==> src/rtl/cosine_controller.sv <==
// ---------------------------------------------------------------------------
// cosine_controller
//
// Sequencing FSM for the cosine-distance datapath. A trigger in StandBy
// starts one calculation. The calculation runs through Alert (1 cycle),
// StartCalculation (1 cycle) and AccumulateTerms (TERMS cycles, term walks
// 0..TERMS-1). It then waits in CalculateDistance for the datapath's done
// flag. result_valid pulses for the first StandBy cycle after a normal
// completion.
//
// Optional feature (macro COSINE_WATCHDOG_EN):
//   When defined, an 8-bit watchdog bounds the time spent in
//   CalculateDistance to TIMEOUT cycles. On expiry the FSM returns to
//   StandBy, the sticky timeout_err flag is set, and no result is
//   signalled. When undefined, CalculateDistance waits indefinitely and
//   timeout_err is tied low.
//
// Parameters
//   TERMS        series terms accumulated per calculation (1..15)
//   TIMEOUT      watchdog limit in CalculateDistance cycles (1..255)
//
// Ports
//   clk          clock, rising-edge active
//   asyncclear   asynchronous active-high reset
//   trigger      calculation request, sampled only in StandBy
//   abort        synchronous cancel of a calculation in progress
//   done         datapath completion flag, honoured only in CalculateDistance
//   state        current state code (StandBy=0 .. CalculateDistance=4)
//   term         index of the term being accumulated, 0 outside AccumulateTerms
//   alert        high while in Alert
//   busy         high in every state except StandBy
//   result_valid one-cycle pulse when the distance output is final
//   timeout_err  sticky watchdog error flag
// ---------------------------------------------------------------------------
module cosine_controller #(
  parameter int TERMS   = 6,
  parameter int TIMEOUT = 15
) (
  input  logic       clk,
  input  logic       asyncclear,
  input  logic       trigger,
  input  logic       abort,
  input  logic       done,
  output logic [2:0] state,
  output logic [3:0] term,
  output logic       alert,
  output logic       busy,
  output logic       result_valid,
  output logic       timeout_err
);

  // Elaboration-time range checks on the configuration.
  if (TERMS < 1 || TERMS > 15) begin : gTermsRange
    $error("cosine_controller: TERMS must be in 1..15");
  end
  if (TIMEOUT < 1 || TIMEOUT > 255) begin : gTimeoutRange
    $error("cosine_controller: TIMEOUT must be in 1..255");
  end

  typedef enum logic [2:0] {
    StandBy           = 3'd0,
    Alert             = 3'd1,
    StartCalculation  = 3'd2,
    AccumulateTerms   = 3'd3,
    CalculateDistance = 3'd4
  } stateT;

  localparam logic [3:0] LastTerm = 4'(TERMS - 1);

  stateT      stateReg;
  stateT      nextState;
  logic [3:0] termReg;
  logic [3:0] nextTerm;
  logic       validReg;
  logic       nextValid;

  // Abort is only meaningful while a calculation is running.
  logic abortActive;
  assign abortActive = abort && (stateReg != StandBy);

`ifdef COSINE_WATCHDOG_EN
  logic [7:0] wdCount;
  logic [7:0] nextWdCount;
  logic       timeoutReg;
  logic       setTimeout;
  logic       wdExpire;

  // The count holds the number of CalculateDistance cycles already
  // completed, so reaching TIMEOUT-1 in the current cycle means this is
  // the TIMEOUT-th cycle spent waiting.
  assign wdExpire = (wdCount == 8'(TIMEOUT - 1));
`endif

  // Next-state, term sequencing and completion decode.
  always_comb begin
    nextState = stateReg;
    nextTerm  = 4'd0;
    nextValid = 1'b0;
`ifdef COSINE_WATCHDOG_EN
    nextWdCount = wdCount;
    setTimeout  = 1'b0;
`endif
    case (stateReg)
      StandBy: begin
        if (trigger) begin
          nextState = Alert;
        end
      end
      Alert: begin
        nextState = StartCalculation;
      end
      StartCalculation: begin
        // term is already 0 here and stays 0 for the first accumulate cycle.
        nextState = AccumulateTerms;
      end
      AccumulateTerms: begin
        if (termReg == LastTerm) begin
          nextState = CalculateDistance;
`ifdef COSINE_WATCHDOG_EN
          nextWdCount = 8'd0;
`endif
        end else begin
          nextTerm = termReg + 4'd1;
        end
      end
      CalculateDistance: begin
        if (done) begin
          nextState = StandBy;
          nextValid = 1'b1;
`ifdef COSINE_WATCHDOG_EN
        end else if (wdExpire) begin
          nextState  = StandBy;
          setTimeout = 1'b1;
        end else begin
          nextWdCount = wdCount + 8'd1;
`endif
        end
      end
      default: begin
        // Unused codes 5..7 recover to StandBy.
        nextState = StandBy;
      end
    endcase

    // Abort overrides every other outcome, including done and watchdog expiry.
    if (abortActive) begin
      nextState = StandBy;
      nextTerm  = 4'd0;
      nextValid = 1'b0;
`ifdef COSINE_WATCHDOG_EN
      setTimeout = 1'b0;
`endif
    end
  end

  always_ff @(posedge clk or posedge asyncclear) begin
    if (asyncclear) begin
      stateReg <= StandBy;
      termReg  <= 4'd0;
      validReg <= 1'b0;
    end else begin
      stateReg <= nextState;
      termReg  <= nextTerm;
      validReg <= nextValid;
    end
  end

`ifdef COSINE_WATCHDOG_EN
  always_ff @(posedge clk or posedge asyncclear) begin
    if (asyncclear) begin
      wdCount    <= 8'd0;
      timeoutReg <= 1'b0;
    end else begin
      wdCount <= nextWdCount;
      // Sticky until the next asyncclear; never blocks a new trigger.
      if (setTimeout) begin
        timeoutReg <= 1'b1;
      end
    end
  end

  assign timeout_err = timeoutReg;
`else
  assign timeout_err = 1'b0;
`endif

  // Status outputs decode straight from the state register so that
  // asyncclear takes effect on them without waiting for a clock.
  assign state        = stateReg;
  assign term         = termReg;
  assign alert        = (stateReg == Alert);
  assign busy         = (stateReg != StandBy);
  assign result_valid = validReg;

endmodule
==> config.mk <==
export PLATFORM = sky130hd
export DESIGN_NAME = cosine_controller
export DESIGN_NICKNAME = d
export VERILOG_FILES = /design/src/rtl/cosine_controller.sv
export SDC_FILE = /design/constraint.sdc
export NUM_CORES = 1
export LEC_CHECK = 0
export ABC_AREA = 1
export CORE_AREA = 2 2 39 41
export CTS_CLUSTER_SIZE = 28
export DETAILED_ROUTE_END_ITERATION = 6
export DIE_AREA = 0 0 41 43
export GPL_TIMING_DRIVEN = 0
export SYNTH_ARGS = -nofsm -noshare
export SYNTH_HDL_FRONTEND = slang
export SYNTH_SLANG_ARGS = --single-unit
==> constraint.sdc <==
create_clock -name clk -period 1.04 [get_ports clk]
set_input_delay 0.26 -clock clk [delete_from_list [all_inputs] [get_ports clk]]
set_output_delay 0.26 -clock clk [all_outputs]
set_load 0.05 [all_outputs]
==> summary.md, run 1 <==
| Metric | Value |
|---|---|
| Total number of yosys warnings | `0` |
| CP Launch Type | `register` |
| Worst Setup Slack, final | `-0.275 ns` |
| RSZ-0062 raised after global routing | `true` |
| Routability cong. | `0.681` |
| Mapped Cells | `50` |
| DRC | `0` |
| Pin count of the biggest net entering global routing | `9` |
| Via Count | `approximately 400` |
| TritonCTS Buffers | `3` |
| Site Rows | `14` |
| Worst Hold Slack | `0.250 ns` |
| Setup violators final | `15` |
| P_int | `0.918 mW` |
| # fillers | `129` |
| Seq/Total Area, Yosys | `48.3%` |
| Vias in the first global route | `382` |
| CP Capture Type | `primary output` |
| Syn-to-layout area delta | `87.6%` |
| Critical path data required time | `0.78 ns` |
| Fin crit period | `about 1.3 ns` |
| Htree depth | `1` |
| Leak Pwr | `0.348 nW` |
| Iter 0 DRT Violations | `3` |
| Post-synthesis register bit count | `8` |
| Pwr dens | `2220 nW/um^2` |
| Final nets | `85` |
| Overall routed net length | `991 um` |
| Clk network pwr share | `14.8%` |
| Reg-to-reg endpoint | `state[1]` |
| CP Cell Sequence | `nor2_4 > nand2_4 > buf_6` |
| Tcrit/Tclk final | `126%` |
| Port bufs | `14` |
| Critical-path maximum fanout | `4` |
| First-pass detailed-route iteration total | `4` |
| Maximum Capacitance Violations | `0` |
| Syn Nets | `57` |
| Congestion Overflow GR | `0` |
| Post-DR vias/cell | `4.38` |
| Clock Latency Late Sink | `0.25 ns` |
| Crit-path max cell delay | `0.44 ns` |
| Status | `finished, violations left` |
| Layout cells sized above 1 | `62.3%` |
| Clock sink count | `8` |
| R2r setup slk | `-0.08 ns` |
| Dpl hpwl | `591 um` |
| Mapped Avg Cell Area | `8.28 um^2` |
| Clk buf depth | `2` |
| CP Data Arrival Time | `1.06 ns` |
| First-pass GRT wire length | `1490 um` |
| GRT Total Usage | `12.8%` |
| Final Skew | `between 0.007 and 0.008 ns` |
| Reg2Reg Depth | `5` |
| DIE AREA | `1760 um^2` |
| Mapped Area | `414 um^2` |
| CTS tree | `yes` |
| Sequential power share | `a little over a quarter` |
| Die extent in x | `41 um` |
| Overall power | `1.73 mW` |
| Worst hold path class | `in2async` |
| Number of diodes | `0` |
| Critical Setup Path Class | `reg2out` |
| CP max-delay cell | `dfrtp_2` |
| Root buffer cell | `clkbuf_4` |
| Psw | `0.809 mW` |
| Finished Core Util | `56.1%` |
| Initial antenna violation count | `0` |
| Final hold vios | `0` |
| R2r startpoint | `term[1]` |
| Wire per inst | `~11 um` |
| I/O pin count | `16` |
| Chip height | `43 um` |
| Total negative setup slack | `-1.62 ns` |
| Core ar. | `1380 um^2` |
| Slew Limit Fails | `0` |
| Final ANT Viol Nets | `0` |
| Switching fraction of total power | `a little under half` |
| Failing checks | `negative setup slack` |
| Synth cell types | `16` |
| Starting Density | `29.9%` |
| Fmax achieved | `0.760 GHz` |
| Max VDD drop | `between 0.0015 and 0.002 V` |
| Worst-path clk slew | `0.06 ns` |
| Comb pwr share | `59.2%` |
==> worst max-delay path by stage <==
stage,to,depth (start not counted),startpoint
2_1_floorplan,alert,3,state[1]
3_3_place_gp,alert,4,state[1]
3_5_place_dp,alert,4,state[1]
4_1_cts,busy,3,state[0]
5_1_grt,busy,3,state[1]
6_report,busy,3,state[1]
==> state kept, by name, indices dropped and copies added, names as in the netlist <==
signal        cells
term              4
state             3
result_valid      1
==> Yosys cell counts (all sizes together) <==
cell type	n	area [um^2]
inv	8	30.0
nand4	1	6.26
dfrtp	8	200
ha	2	25.0
nand3	5	25.0
conb	1	3.75
a21oi	2	13.8
nand2	7	26.3
xnor2	1	8.76
nor2	10	40.0
o21ai	3	18.8
xor2	1	8.76
buf	1	7.51
==> per-stage QoR <==
step	setup WS (ns)	std cells	instance area (um^2)
finish	-0.275	93	777
global route	-0.325	93	777
CTS	-0.282	92	749
detailed placement	-0.647	80	623
global placement	-0.648	80	623
floorplan	-0.189	50	463
==> what timing repair did <==
item,in CTS,in global routing
endpoints found under the setup margin,17,18
hold buffers,0,0
setup buffers,8,2
pin swaps,6,3
gates resized for setup,76,5
==> final cells by class <==
cell class	instances	area, um^2	share of cell area, %
Sequential cell	8	209	26.9
Inverter	8	30.0	3.86
Timing Repair Buffer	23	225	29.0
Buffer	1	7.51	0.966
Multi-Input combinational cell	33	259	33.3
Clock buffer	4	26.3	3.38
Tap cell	16	20.0	2.58
==> layer usage <==
layer / vias up / wire [um] / part of all wire, % / track usage [%]
li1: 209 / - / - / -
met3: 0 / 71 / 7.2 / 4.71
met1: 185 / 392 / 40 / 15.0
met5: - / 0 / 0 / 0
met4: 0 / 0 / 0 / 6.00
met2: 13 / 527 / 53 / 19.7
==> power groups by stage <==
stage	Sequential [mW]	Clock [mW]	Combinational, mW
6_report	0.449	0.256	1.02
5_1_grt	0.456	0.287	1.08
4_1_cts	0.445	0.272	0.958
3_5_place_dp	0.440	0	0.814
3_3_place_gp	0.440	0	0.815
2_1_floorplan	0.591	0	0.436
==> cells by family after synthesis <==
kind of cell	share of synthesized area (%)
flip-flops	48.3
buffers and inverters	9.06
AND/OR/NAND/NOR	23.6
other	0.905
adder cells (fa/ha/maj)	6.04
AO/OA/AOI/OAI	7.85
XOR/XNOR	4.23
==> critical path: cells and delay by family (launching register included) <==
kind,cells,cell delay [ns]
AND/OR/NAND/NOR,2,0.22
flip-flops,1,0.44
buffers and inverters,1,0.15
==> cell usage in the layout (no fill, tap or decap), drive strengths merged <==
cell type / instances
a21oi: 2
buf: 20
clkbuf: 4
clkdlybuf4s50: 4
conb: 1
dfrtp: 8
ha: 2
inv: 8
nand2: 7
nand3: 5
nand4: 1
nor2: 10
o21ai: 3
xnor2: 1
xor2: 1
Power figures use the tool's default switching activity.
==> inputs of run 2 (changes only) <==
--- a/config.mk
+++ b/config.mk
@@ -5,7 +5,6 @@
 export SDC_FILE = /design/constraint.sdc
 export NUM_CORES = 1
 export LEC_CHECK = 0
-export ABC_AREA = 1
 export CORE_AREA = 2 2 39 41
 export CTS_CLUSTER_SIZE = 28
 export DETAILED_ROUTE_END_ITERATION = 6
==> constraint.sdc (replaced) <==
create_clock -name clk -period 1.3 [get_ports clk]
set_input_delay 0.325 -clock clk [delete_from_list [all_inputs] [get_ports clk]]
set_output_delay 0.325 -clock clk [all_outputs]
set_load 0.05 [all_outputs]
==> run 2 against run 1 <==
Effect of this change: the flow still finishes with violations (negative setup slack); register-to-register slack got worse by 0.07 ns; first-iteration DRC count decreased by 33%; sequential cell count unchanged; total power decreased by 56%; sequential share of layout area increased by 0.61 points; hold slack improved by 0.062 ns; largest cell class is now buffers; wire length increased by 0.50%; highest routed layer unchanged; final area decreased by 3.4%; setup slack improved by 0.024 ns; final cell count decreased by 8.6%.
==> summary.md, run 2 <==
| Metric | Value |
|---|---|
| Area post-placement | `578 um^2 (-7.2%)` |
| Die extent in x | `41 um (unchanged)` |
| Total negative setup slack | `-1.20 ns (+0.421 ns)` |
| Reg2Reg Depth | `5 (unchanged)` |
| Critical path data required time | `0.98 ns (+0.20 ns)` |
| GR peak layer | `met2` |
| Overall power | `0.762 mW (-56%)` |
| GRT Total Usage | `13.2% (+0.47 points)` |
| Worst hold path class | `in2async` |
| Fmax achieved | `~0.64 GHz` |
| Reg-to-reg endpoint | `state[2]` |
| Top-area cell type share of the netlist area | `50.8% (+2.5 points)` |
| Setup violators final | `9 (-6)` |
| Final hold vios | `0 (unchanged)` |
| Status | `finished, violations left` |
| Post-DR vias/cell | `4.72 (+7.8%)` |
| Wire per inst | `11.7 um (+10%)` |
| Hold_buf cts | `0 (unchanged)` |
| Worst-path clk slew | `0.06 ns (about the same)` |
| Synth cell types | `19 (+3)` |
| Finished Core Util | `54.2% (-1.9 points)` |
| Mapped Cells | `37 (-26%)` |
| Pwr dens | `1010 nW/um^2 (-54%)` |
| Dpl hpwl | `558 um (-5.6%)` |
| CP Capture Type | `primary output` |
| RSZ-0062 raised after global routing | `true` |
| Tcrit/Tclk final | `119%` |
| Failing checks | `negative setup slack` |
| Post-synth top cells | `8 x dfrtp_1, 8 x nor2_1, 3 x inv_1` |
| Pin count of the biggest net entering global routing | `9 (unchanged)` |
| Clock Latency Late Sink | `0.26 ns (about the same)` |
| Iter 0 DRT Violations | `2 (-1)` |
| Critical-path maximum fanout | `3 (-1)` |
| Design area | `751 um^2 (-3.4%)` |
| Via Count | `401 (-1.5%)` |
| Total number of yosys warnings | `0 (unchanged)` |
| Clock sink count | `8 (unchanged)` |
| GR Util met1 | `13.5% (-1.5 points)` |
| Mapped Avg Cell Area | `10.7 um^2 (+29%)` |
| Routability cong. | `0.640 (-5.9%)` |
| Most common cell after layout, fill and taps aside | `buf_4` |
| Syn-to-layout area delta | `90.5%` |
| Site Rows | `14 (unchanged)` |
| CP Launch Type | `register` |
| P_int | `0.507 mW (-45%)` |
| Leak Pwr | `0.341 nW (-2.0%)` |
| Maximum Capacitance Violations | `0 (unchanged)` |
| DRC | `0 (unchanged)` |
| Sequential power share | `36.1% (+10 points)` |
| Switching fraction of total power | `33.5% (-13 points)` |
| Starting Density | `28.5% (-1.4 points)` |
| Cell taking the most area after synthesis | `dfrtp_1` |
| Overall routed net length | `996 um (+0.50%)` |
| Final nets | `77 (-9.4%)` |
| TritonCTS Buffers | `3 (unchanged)` |
| Fin crit period | `between 1.5 and 2 ns` |
| Final Skew | `0.00785 ns (+0.000655 ns)` |
| Max reg flops | `4 (unchanged)` |
| Area contributors post-synth | `dfrtp_1 51%, nor2_1 7.6%, ha_1 6.3%` |
| Port bufs | `14 (unchanged)` |
| First-pass detailed-route iteration total | `4 (unchanged)` |
| Max VDD drop | `0.000516 V (-66%)` |
| Grt met3 use | `3.66% (-1.0 points)` |
| Clk network pwr share | `26.8% (+12 points)` |
| CTS tree | `yes` |
| GR Util met2 | `22.2% (+2.5 points)` |
| Final ANT Viol Nets | `0 (unchanged)` |
| R2r setup slk | `-0.15 ns (-0.07 ns)` |
| Main synth FF type | `dfrtp_1` |
| CP Data Arrival Time | `1.23 ns (+0.17 ns)` |
| Layout cells sized above 1 | `62.3% (about the same)` |
| Critical Setup Path Class | `reg2out` |
| Post-synthesis register bit count | `8 (unchanged)` |
| Congestion Overflow GR | `0 (unchanged)` |
| Initial antenna violation count | `0 (unchanged)` |
| Worst Setup Slack, final | `-0.252 ns (+0.0237 ns)` |
| I/O pin count | `16 (unchanged)` |
| Mapped Area | `394 um^2 (-4.8%)` |
| First-pass GRT wire length | `1560 um (+4.6%)` |
| Htree depth | `1 (unchanged)` |
| Chip height | `43 um (unchanged)` |
| EDFF count, synth | `0 (unchanged)` |
| Ys async rst share | `100% (unchanged)` |
| DIE AREA | `1760 um^2 (unchanged)` |
| Commonest non-fill, non-tap cells in the layout | `13 x buf_4, 5 x nor2_1, 5 x buf_6, 5 x dfrtp_2` |
| Root buffer cell | `clkbuf_4` |
| Seq/Total Area, Yosys | `50.8% (+2.5 points)` |
| Number of diodes | `0 (unchanged)` |
| R2r startpoint | `state[1]` |
| Comb pwr share | `37.0% (-22 points)` |
| Psw | `0.255 mW (-68%)` |
| Core ar. | `1380 um^2 (unchanged)` |
| Vias in the first global route | `389 (+1.8%)` |
| Syn Nets | `44 (-23%)` |
| Slew Limit Fails | `0 (unchanged)` |
| Clk buf depth | `2 (unchanged)` |
==> run 2: cell types whose count changed after synthesis, moves of 2 or more <==
cell,before,now
nand2_1,7,0
nand3_1,5,1
inv_1,8,3
nor3b_1,0,2
o21ai_0,2,0
==> run 2: layout make-up <==
cell class | instances | area (um^2)
Buffer | 1 | 7.51
Clock buffer | 4 | 26.3
Fill cell | 135 | 633
Inverter | 3 | 11.3
Multi-Input combinational cell | 25 | 215
Sequential cell | 8 | 206
Tap cell | 16 | 20.0
Timing Repair Buffer | 28 | 264
==> run 2: cells by family (layout without fill, tap and decap cells) <==
logic type / Yosys count / after routing / share of synthesized area [%]
flops: 8 / 8 / 50.8
compound gates: 2 / 2 / 5.08
simple gates: 18 / 18 / 27.6
fa+ha+maj: 2 / 2 / 6.35
other cells: 1 / 1 / 0.951
buf+inv: 4 / 36 / 4.76
xor+xnor: 2 / 2 / 4.45
==> run 2: worst max path at each step <==
stage / from / to / cells past startpoint / slack, ns
3_5_place_dp: state[0] / busy / 2 / -0.54
4_1_cts: state[0] / busy / 2 / -0.26
6_report: state[1] / busy / 2 / -0.25
2_1_floorplan: term[0] / term[0] / 4 / -0.19
3_3_place_gp: state[0] / busy / 2 / -0.54
5_1_grt: state[1] / busy / 2 / -0.28
==> run 2: critical path: stages (launching register included) <==
cell and delay (ns):
dfrtp_2 0.42, or3_4 0.39, buf_8 0.16
==> run 2: repair_timing <==
action                     in CTS  in global routing
gates resized for setup        53                 15
pin swaps                       0                  5
buffers inserted                8                  7
setup endpoints to repair      14                 13
==> run 2: power by group through the flow <==
stage               Clock [mW]  Combinational, mW  Sequential, mW
CTS                      0.215              0.241           0.277
finish                   0.205              0.282           0.275
global route             0.229              0.297           0.277
detailed placement           0              0.210           0.291
floorplan                    0              0.104           0.328
global placement             0              0.209           0.291
==> run 2: per-stage QoR <==
stage	hold slack (ns)	instances	worst slack, ns
global placement	0.485	67	-0.538
detailed placement	0.486	67	-0.540
finish	0.312	85	-0.252
CTS	0.319	79	-0.262
global route	0.347	85	-0.278
floorplan	0.140	37	-0.191
==> run 2: routing by layer <==
layer / vias up / routed length, um / share of wire [%]
li1: 189 / - / -
met2: 13 / 585 / 59
met5: - / 0 / 0
met4: 0 / 0 / 0
met1: 199 / 326 / 33
met3: 0 / 84 / 8.4
